**src/rtl/instruction_fetch.sv**
```systemverilog
// Instruction fetch stage: owns the program counter, drives a synchronous
// instruction memory with one-cycle read latency and loads the IF/ID register
// that feeds Decode. A one-entry skid buffer catches the word already in
// flight when Decode stalls. Branches redirect fetch, and a HALT opcode
// freezes fetch until a branch or reset.
module instruction_fetch #(
  parameter int unsigned         INSTRUCTION_WIDTH = 30,
  parameter int unsigned         PC_WIDTH          = 16,
  parameter logic [PC_WIDTH-1:0] RESET_PC          = '0,
  parameter logic [4:0]          HALT_OPCODE       = 5'b11111
) (
  input  logic                         clock,
  input  logic                         reset,
  input  logic                         stall,
  input  logic                         branchTaken,
  input  logic [PC_WIDTH-1:0]          branchTarget,
  output logic [PC_WIDTH-1:0]          imemAddress,
  input  logic [INSTRUCTION_WIDTH-1:0] imemReadData,
  output logic [INSTRUCTION_WIDTH-1:0] instruction,
  output logic [PC_WIDTH-1:0]          instructionPC,
  output logic                         instructionValid,
  output logic                         halted
);

  // RUN: normal streaming; HOLD: skid buffer occupied while Decode stalls;
  // HALT: fetch frozen after a HALT word has issued.
  typedef enum logic [1:0] {
    ST_RUN  = 2'd0,
    ST_HOLD = 2'd1,
    ST_HALT = 2'd2
  } state_e;

  localparam logic [INSTRUCTION_WIDTH-1:0] NOP    = '0;
  localparam logic [PC_WIDTH-1:0]          PC_ONE = PC_WIDTH'(1);

  state_e                         state_q, state_d;

  // Next address to request from memory.
  logic [PC_WIDTH-1:0]            pc_q, pc_d;

  // Address and validity of the word currently on imemReadData.
  logic [PC_WIDTH-1:0]            fetch_pc_q, fetch_pc_d;
  logic                           fetch_valid_q, fetch_valid_d;

  // Skid buffer for the word that arrived while Decode was stalled.
  logic [INSTRUCTION_WIDTH-1:0]   hold_instr_q, hold_instr_d;
  logic [PC_WIDTH-1:0]            hold_pc_q, hold_pc_d;
  logic                           hold_valid_q, hold_valid_d;

  // IF/ID pipeline register.
  logic [INSTRUCTION_WIDTH-1:0]   if_instr_q, if_instr_d;
  logic [PC_WIDTH-1:0]            if_pc_q, if_pc_d;
  logic                           if_valid_q, if_valid_d;

  // A word entering IF/ID stops fetch only if it is real and carries HALT.
  function automatic logic is_halt(input logic                         valid,
                                   input logic [INSTRUCTION_WIDTH-1:0] word);
    return valid && (word[INSTRUCTION_WIDTH-1 -: 5] == HALT_OPCODE);
  endfunction

  // Next-state and IF/ID load decisions; redirect beats stall beats streaming.
  always_comb begin
    // NOTE: every signal written here gets a hold default first, so no path
    // can leave one unassigned and infer a latch.
    state_d       = state_q;
    pc_d          = pc_q;
    fetch_pc_d    = fetch_pc_q;
    fetch_valid_d = fetch_valid_q;
    hold_instr_d  = hold_instr_q;
    hold_pc_d     = hold_pc_q;
    hold_valid_d  = hold_valid_q;
    if_instr_d    = if_instr_q;
    if_pc_d       = if_pc_q;
    if_valid_d    = if_valid_q;

    if (branchTaken) begin
      // Squash everything in flight; the word on the bus belongs to the old
      // path, so the fetch slot is marked empty and IF/ID becomes a bubble.
      pc_d          = branchTarget;
      fetch_valid_d = 1'b0;
      hold_valid_d  = 1'b0;
      if_instr_d    = NOP;
      if_valid_d    = 1'b0;
      state_d       = ST_RUN;
    end else begin
      unique case (state_q)
        ST_RUN: begin
          if (stall) begin
            // Park the arriving word; memory then re-reads pc so the bus keeps
            // showing the word for the new fetch_pc until the stall ends.
            hold_instr_d  = imemReadData;
            hold_pc_d     = fetch_pc_q;
            hold_valid_d  = fetch_valid_q;
            fetch_pc_d    = pc_q;
            fetch_valid_d = 1'b1;
            state_d       = ST_HOLD;
          end else begin
            if_instr_d    = fetch_valid_q ? imemReadData : NOP;
            if_pc_d       = fetch_pc_q;
            if_valid_d    = fetch_valid_q;
            fetch_pc_d    = pc_q;
            fetch_valid_d = 1'b1;
            pc_d          = pc_q + PC_ONE;
            if (is_halt(fetch_valid_q, imemReadData)) begin
              state_d = ST_HALT;
            end
          end
        end

        ST_HOLD: begin
          if (!stall) begin
            // Drain the skid buffer; the word on the bus is for pc and is
            // simply requested again this edge.
            if_instr_d = hold_valid_q ? hold_instr_q : NOP;
            if_pc_d    = hold_pc_q;
            if_valid_d = hold_valid_q;
            fetch_pc_d = pc_q;
            pc_d       = pc_q + PC_ONE;
            state_d    = ST_RUN;
            if (is_halt(hold_valid_q, hold_instr_q)) begin
              state_d = ST_HALT;
            end
          end
        end

        ST_HALT: begin
          // The HALT word stays visible while Decode is stalled on it.
          fetch_valid_d = 1'b0;
          if (!stall) begin
            if_instr_d = NOP;
            if_valid_d = 1'b0;
          end
        end

        default: begin
          state_d = ST_RUN;
        end
      endcase
    end
  end

  // All stage state, cleared asynchronously while reset is low.
  always_ff @(posedge clock or negedge reset) begin
    if (!reset) begin
      state_q       <= ST_RUN;
      pc_q          <= RESET_PC;
      fetch_pc_q    <= '0;
      fetch_valid_q <= 1'b0;
      hold_instr_q  <= '0;
      hold_pc_q     <= '0;
      hold_valid_q  <= 1'b0;
      if_instr_q    <= '0;
      if_pc_q       <= '0;
      if_valid_q    <= 1'b0;
    end else begin
      // NOTE: non-blocking updates so every register samples the pre-edge
      // values regardless of statement order.
      state_q       <= state_d;
      pc_q          <= pc_d;
      fetch_pc_q    <= fetch_pc_d;
      fetch_valid_q <= fetch_valid_d;
      hold_instr_q  <= hold_instr_d;
      hold_pc_q     <= hold_pc_d;
      hold_valid_q  <= hold_valid_d;
      if_instr_q    <= if_instr_d;
      if_pc_q       <= if_pc_d;
      if_valid_q    <= if_valid_d;
    end
  end

  assign imemAddress      = pc_q;
  assign instruction      = if_instr_q;
  assign instructionPC    = if_pc_q;
  assign instructionValid = if_valid_q;
  assign halted           = (state_q == ST_HALT);

endmodule

```
**config.mk**
```make
export PLATFORM = sky130hd
export DESIGN_NAME = instruction_fetch
export DESIGN_NICKNAME = d
export VERILOG_FILES = /design/src/rtl/instruction_fetch.sv
export SDC_FILE = /design/constraint.sdc
export NUM_CORES = 1
export LEC_CHECK = 0
export CAP_MARGIN = 20
export CORE_AREA = 2 2 101 122
export CTS_BUF_LIST = sky130_fd_sc_hd__clkbuf_16
export DETAILED_ROUTE_END_ITERATION = 8
export DIE_AREA = 0 0 103 124
export DONT_BUFFER_PORTS = 1
export PLACE_DENSITY = 0.67
export SYNTH_ARGS = -nofsm -noshare
export SYNTH_HDL_FRONTEND = slang
export SYNTH_SLANG_ARGS = --single-unit
```
**constraint.sdc**
```tcl
create_clock -name clock -period 1.9 [get_ports clock]
set_input_delay 0 -clock clock [delete_from_list [all_inputs] [get_ports clock]]
set_output_delay 0 -clock clock [all_outputs]
set_load 0.01 [all_outputs]
```
==> metrics.txt <==
crit end category=register; grt ovf=0; Net Count, Synth=roughly 540; Yosys warning count=0; drt wl/cell=roughly 20 um; most frequent cells in the layout=dfrtp_1 (129), mux2_2 (62), nand2_1 (56), dlygate4sd3_1 (51); share of the yosys chip area belonging to registers=between 50% and 60%; WP buf/inv=4; worst skew pair latency=approximately 0.42 ns; max-cap viol count=0; vias in the first global route=approximately 4300; initial antenna violation count=0; flop-to-flop setup slack=roughly 0.0090 ns; Tcrit/Tclk final=roughly 100%; status=finished, violations left; CP Cell Sequence=inv_2, ha_4, buf_6, or3_4, a21oi_4, buf_12, clkbuf_16, nand2_2, o31ai_1; DRC violations left=0; RR Endpoint=instruction[22]; Ant. Diodes=0; first-pass GRT wire length=between 20 and 25 mm; share of post-route cells with drive strength above 1=between 20% and 30%; clock sink total=approximately 130; CP Launch Type=register; Initial Util=between 40% and 50%; CTS tree=done; gr usage total=22.5%; P&R area growth vs syn=31.9%; failing checks=negative hold slack; I/O Pins=114; Die ar.=around 0.013 mm^2; Final ANT Viol Nets=0; Post-CTS Hold Buffers=52; largest net degree at the start of global routing=130; Hold WC Path Type=primary input to async pin; Final HPWL DP=between 8 and 9 mm; r2r worst-path depth=9; clk root buf=clkbuf_16; leakage power=about 3.1 nW; Max-slew headroom=~80%; Horiz. Die Dim=roughly 100 um; Sum Neg Setup Slack=0 ns; GPL Wtd Cong=~0.81; Post-synth EDFFs=0; mean post-synth cell area=11.8 um^2; Post-Syn Area=around 0.0057 mm^2; RSZ-0062 raised after global routing=yes; fill count=about 900; worst-case clock buffer depth=2; crit path max-delay cell type=dfrtp_1; Avg Vias per Cell=roughly 5.7; post-synthesis register bit count=129; Die H=124 um; Max Slew Vio Count=0; Via Count=between 4000 and 5000; fraction of registers with async set or reset after synthesis=between 90% and 100%; H-tree depth=4; row cnt=43; Critical R2R Launch=state_q[0]; fmax=529 MHz; final wirelength=14.4 mm; input/output buffers=0; Power Dens Cells=1340 mW/mm^2; Top delay family on crit path=buffers and inverters; Peak VDD IR=around 0.74 mV; final hold vios=129; CP Data Arrival Time=approximately 2.2 ns; worst slew pin tran=0.322 ns; Req. time, crit path=about 2.2 ns; crit-path max cell delay=0.41 ns; Post-Synthesis Cells=481; Layout Skew=around 0.011 ns; Main synth FF type=dfrtp_1; drt pass-1 iters=4; commonest non-fill, non-tap cell in the layout=dfrtp_1; Final Setup Violations=0; Cells after DPL=roughly 640; DRT iter0 DRCs=approximately 240; fin crit period=roughly 1.9 ns; kind of critical path=register to register; Worst path depth=9; Final Util=between 60% and 70%; worst-path fanout max=8; core area=~0.012 mm^2; WHS=-0.718 ns; nets=613; TritonCTS Buffers=17; Non-Filler Instances=between 700 and 800; Unique masters post-synth=37; clock transition at the registers of the reported paths=roughly 0.06 ns
[per-stage QoR]
stage	power (W)	cell area [um^2]	setup slack, ns
detailed placement	0.00640	6060	-0.0330
floorplan	0.00569	5660	-0.0215
global route	0.0105	7450	-0.0698
global placement	0.00627	6060	0.0462
CTS	0.00986	7210	0.00722
finish	0.0100	7450	0.00895
[cell type report]
class                           instances  area [um^2]  area share (%)
Clock inverter                         15          175            2.35
Inverter                                5         18.8           0.252
Tap cell                              157          196            2.64
Multi-Input combinational cell        314         2380            32.0
Timing Repair Buffer                   92         1030            13.8
Clock buffer                           17          425            5.71
Sequential cell                       129         3230            43.3
[worst reg2reg max path, stage by stage (launching register included)]
cell	delay (ns)
dfrtp_1	0.41
inv_2	0.07
ha_4	0.17
buf_6	0.12
or3_4	0.38
a21oi_4	0.17
buf_12	0.17
clkbuf_16	0.18
nand2_2	0.06
o31ai_1	0.07
[how the worst max path moves through the flow]
| stage | start | end | slack (ns) |
|---|---|---|---|
| 2_1_floorplan | state_q[0] | imemAddress[15] | -0.02 |
| 3_3_place_gp | state_q[0] | instruction[10] | 0.05 |
| 3_5_place_dp | state_q[0] | instruction[12] | -0.03 |
| 4_1_cts | state_q[0] | imemAddress[15] | 0.007 |
| 5_1_grt | state_q[0] | instruction[9] | -0.07 |
| 6_report | state_q[0] | instruction[22] | 0.009 |
[per-layer routing]
metal  track usage (%)  share of wire (%)  vias up
met5                 0                  0        -
met4              7.89                1.7        0
met3              8.19                7.5       22
met2              38.4                 53      151
met1              25.9                 38     2088
li1                  -                  -     1909
[kinds of logic (layout without fill, tap and decap cells)]
| kind of cell | Yosys count | in the layout | synth area share, % |
|---|---|---|---|
| mux | 81 | 81 | 15.7 |
| simple gates | 111 | 111 | 9.01 |
| xor+xnor | 9 | 9 | 1.39 |
| buf+inv | 38 | 129 | 2.90 |
| compound gates | 109 | 109 | 13.0 |
| flops | 129 | 129 | 57.1 |
| fa+ha+maj | 4 | 4 | 0.885 |
[timing repair]
item,4_1_cts,5_1_grt
gates resized for setup,1,28
setup buffers,0,2
endpoints found under the setup margin,14,32
pin swaps,1,7
cloned,0,5
hold endpoints to repair,210,129
[cells in the mapped netlist, types with 6 or more instances]
master / instances / area [um^2]
dfrtp_1: 129 / 3230
nand2_1: 67 / 251
mux2_2: 62 / 698
o31ai_1: 31 / 233
a22oi_1: 30 / 225
o21ai_0: 30 / 150
clkbuf_1: 22 / 82.6
mux2i_1: 19 / 190
nand4_1: 9 / 56.3
nor2_1: 9 / 33.8
buf_2: 7 / 35.0
nand3_1: 7 / 35.0
xor2_1: 7 / 61.3
a21oi_1: 6 / 30.0
[flip-flops by register name (all words and copies together) (netlist names)]
| name | count |
|---|---|
| hold_valid_q | 1 |
| instructionValid | 1 |
| fetch_pc_q | 16 |
| imemAddress | 16 |
| instruction | 30 |
| fetch_valid_q | 1 |
| hold_instr_q | 30 |
| instructionPC | 16 |
| hold_pc_q | 16 |
| state_q | 2 |
[power by group]
group	total, W	switching, W	internal [W]
Combinational	0.00234	0.00106	0.00129
Clock	0.00331	0.00115	0.00216
Sequential	0.00436	0.000719	0.00364
Total	0.0100	0.00293	0.00708
(Power assumes the default switching activity.)
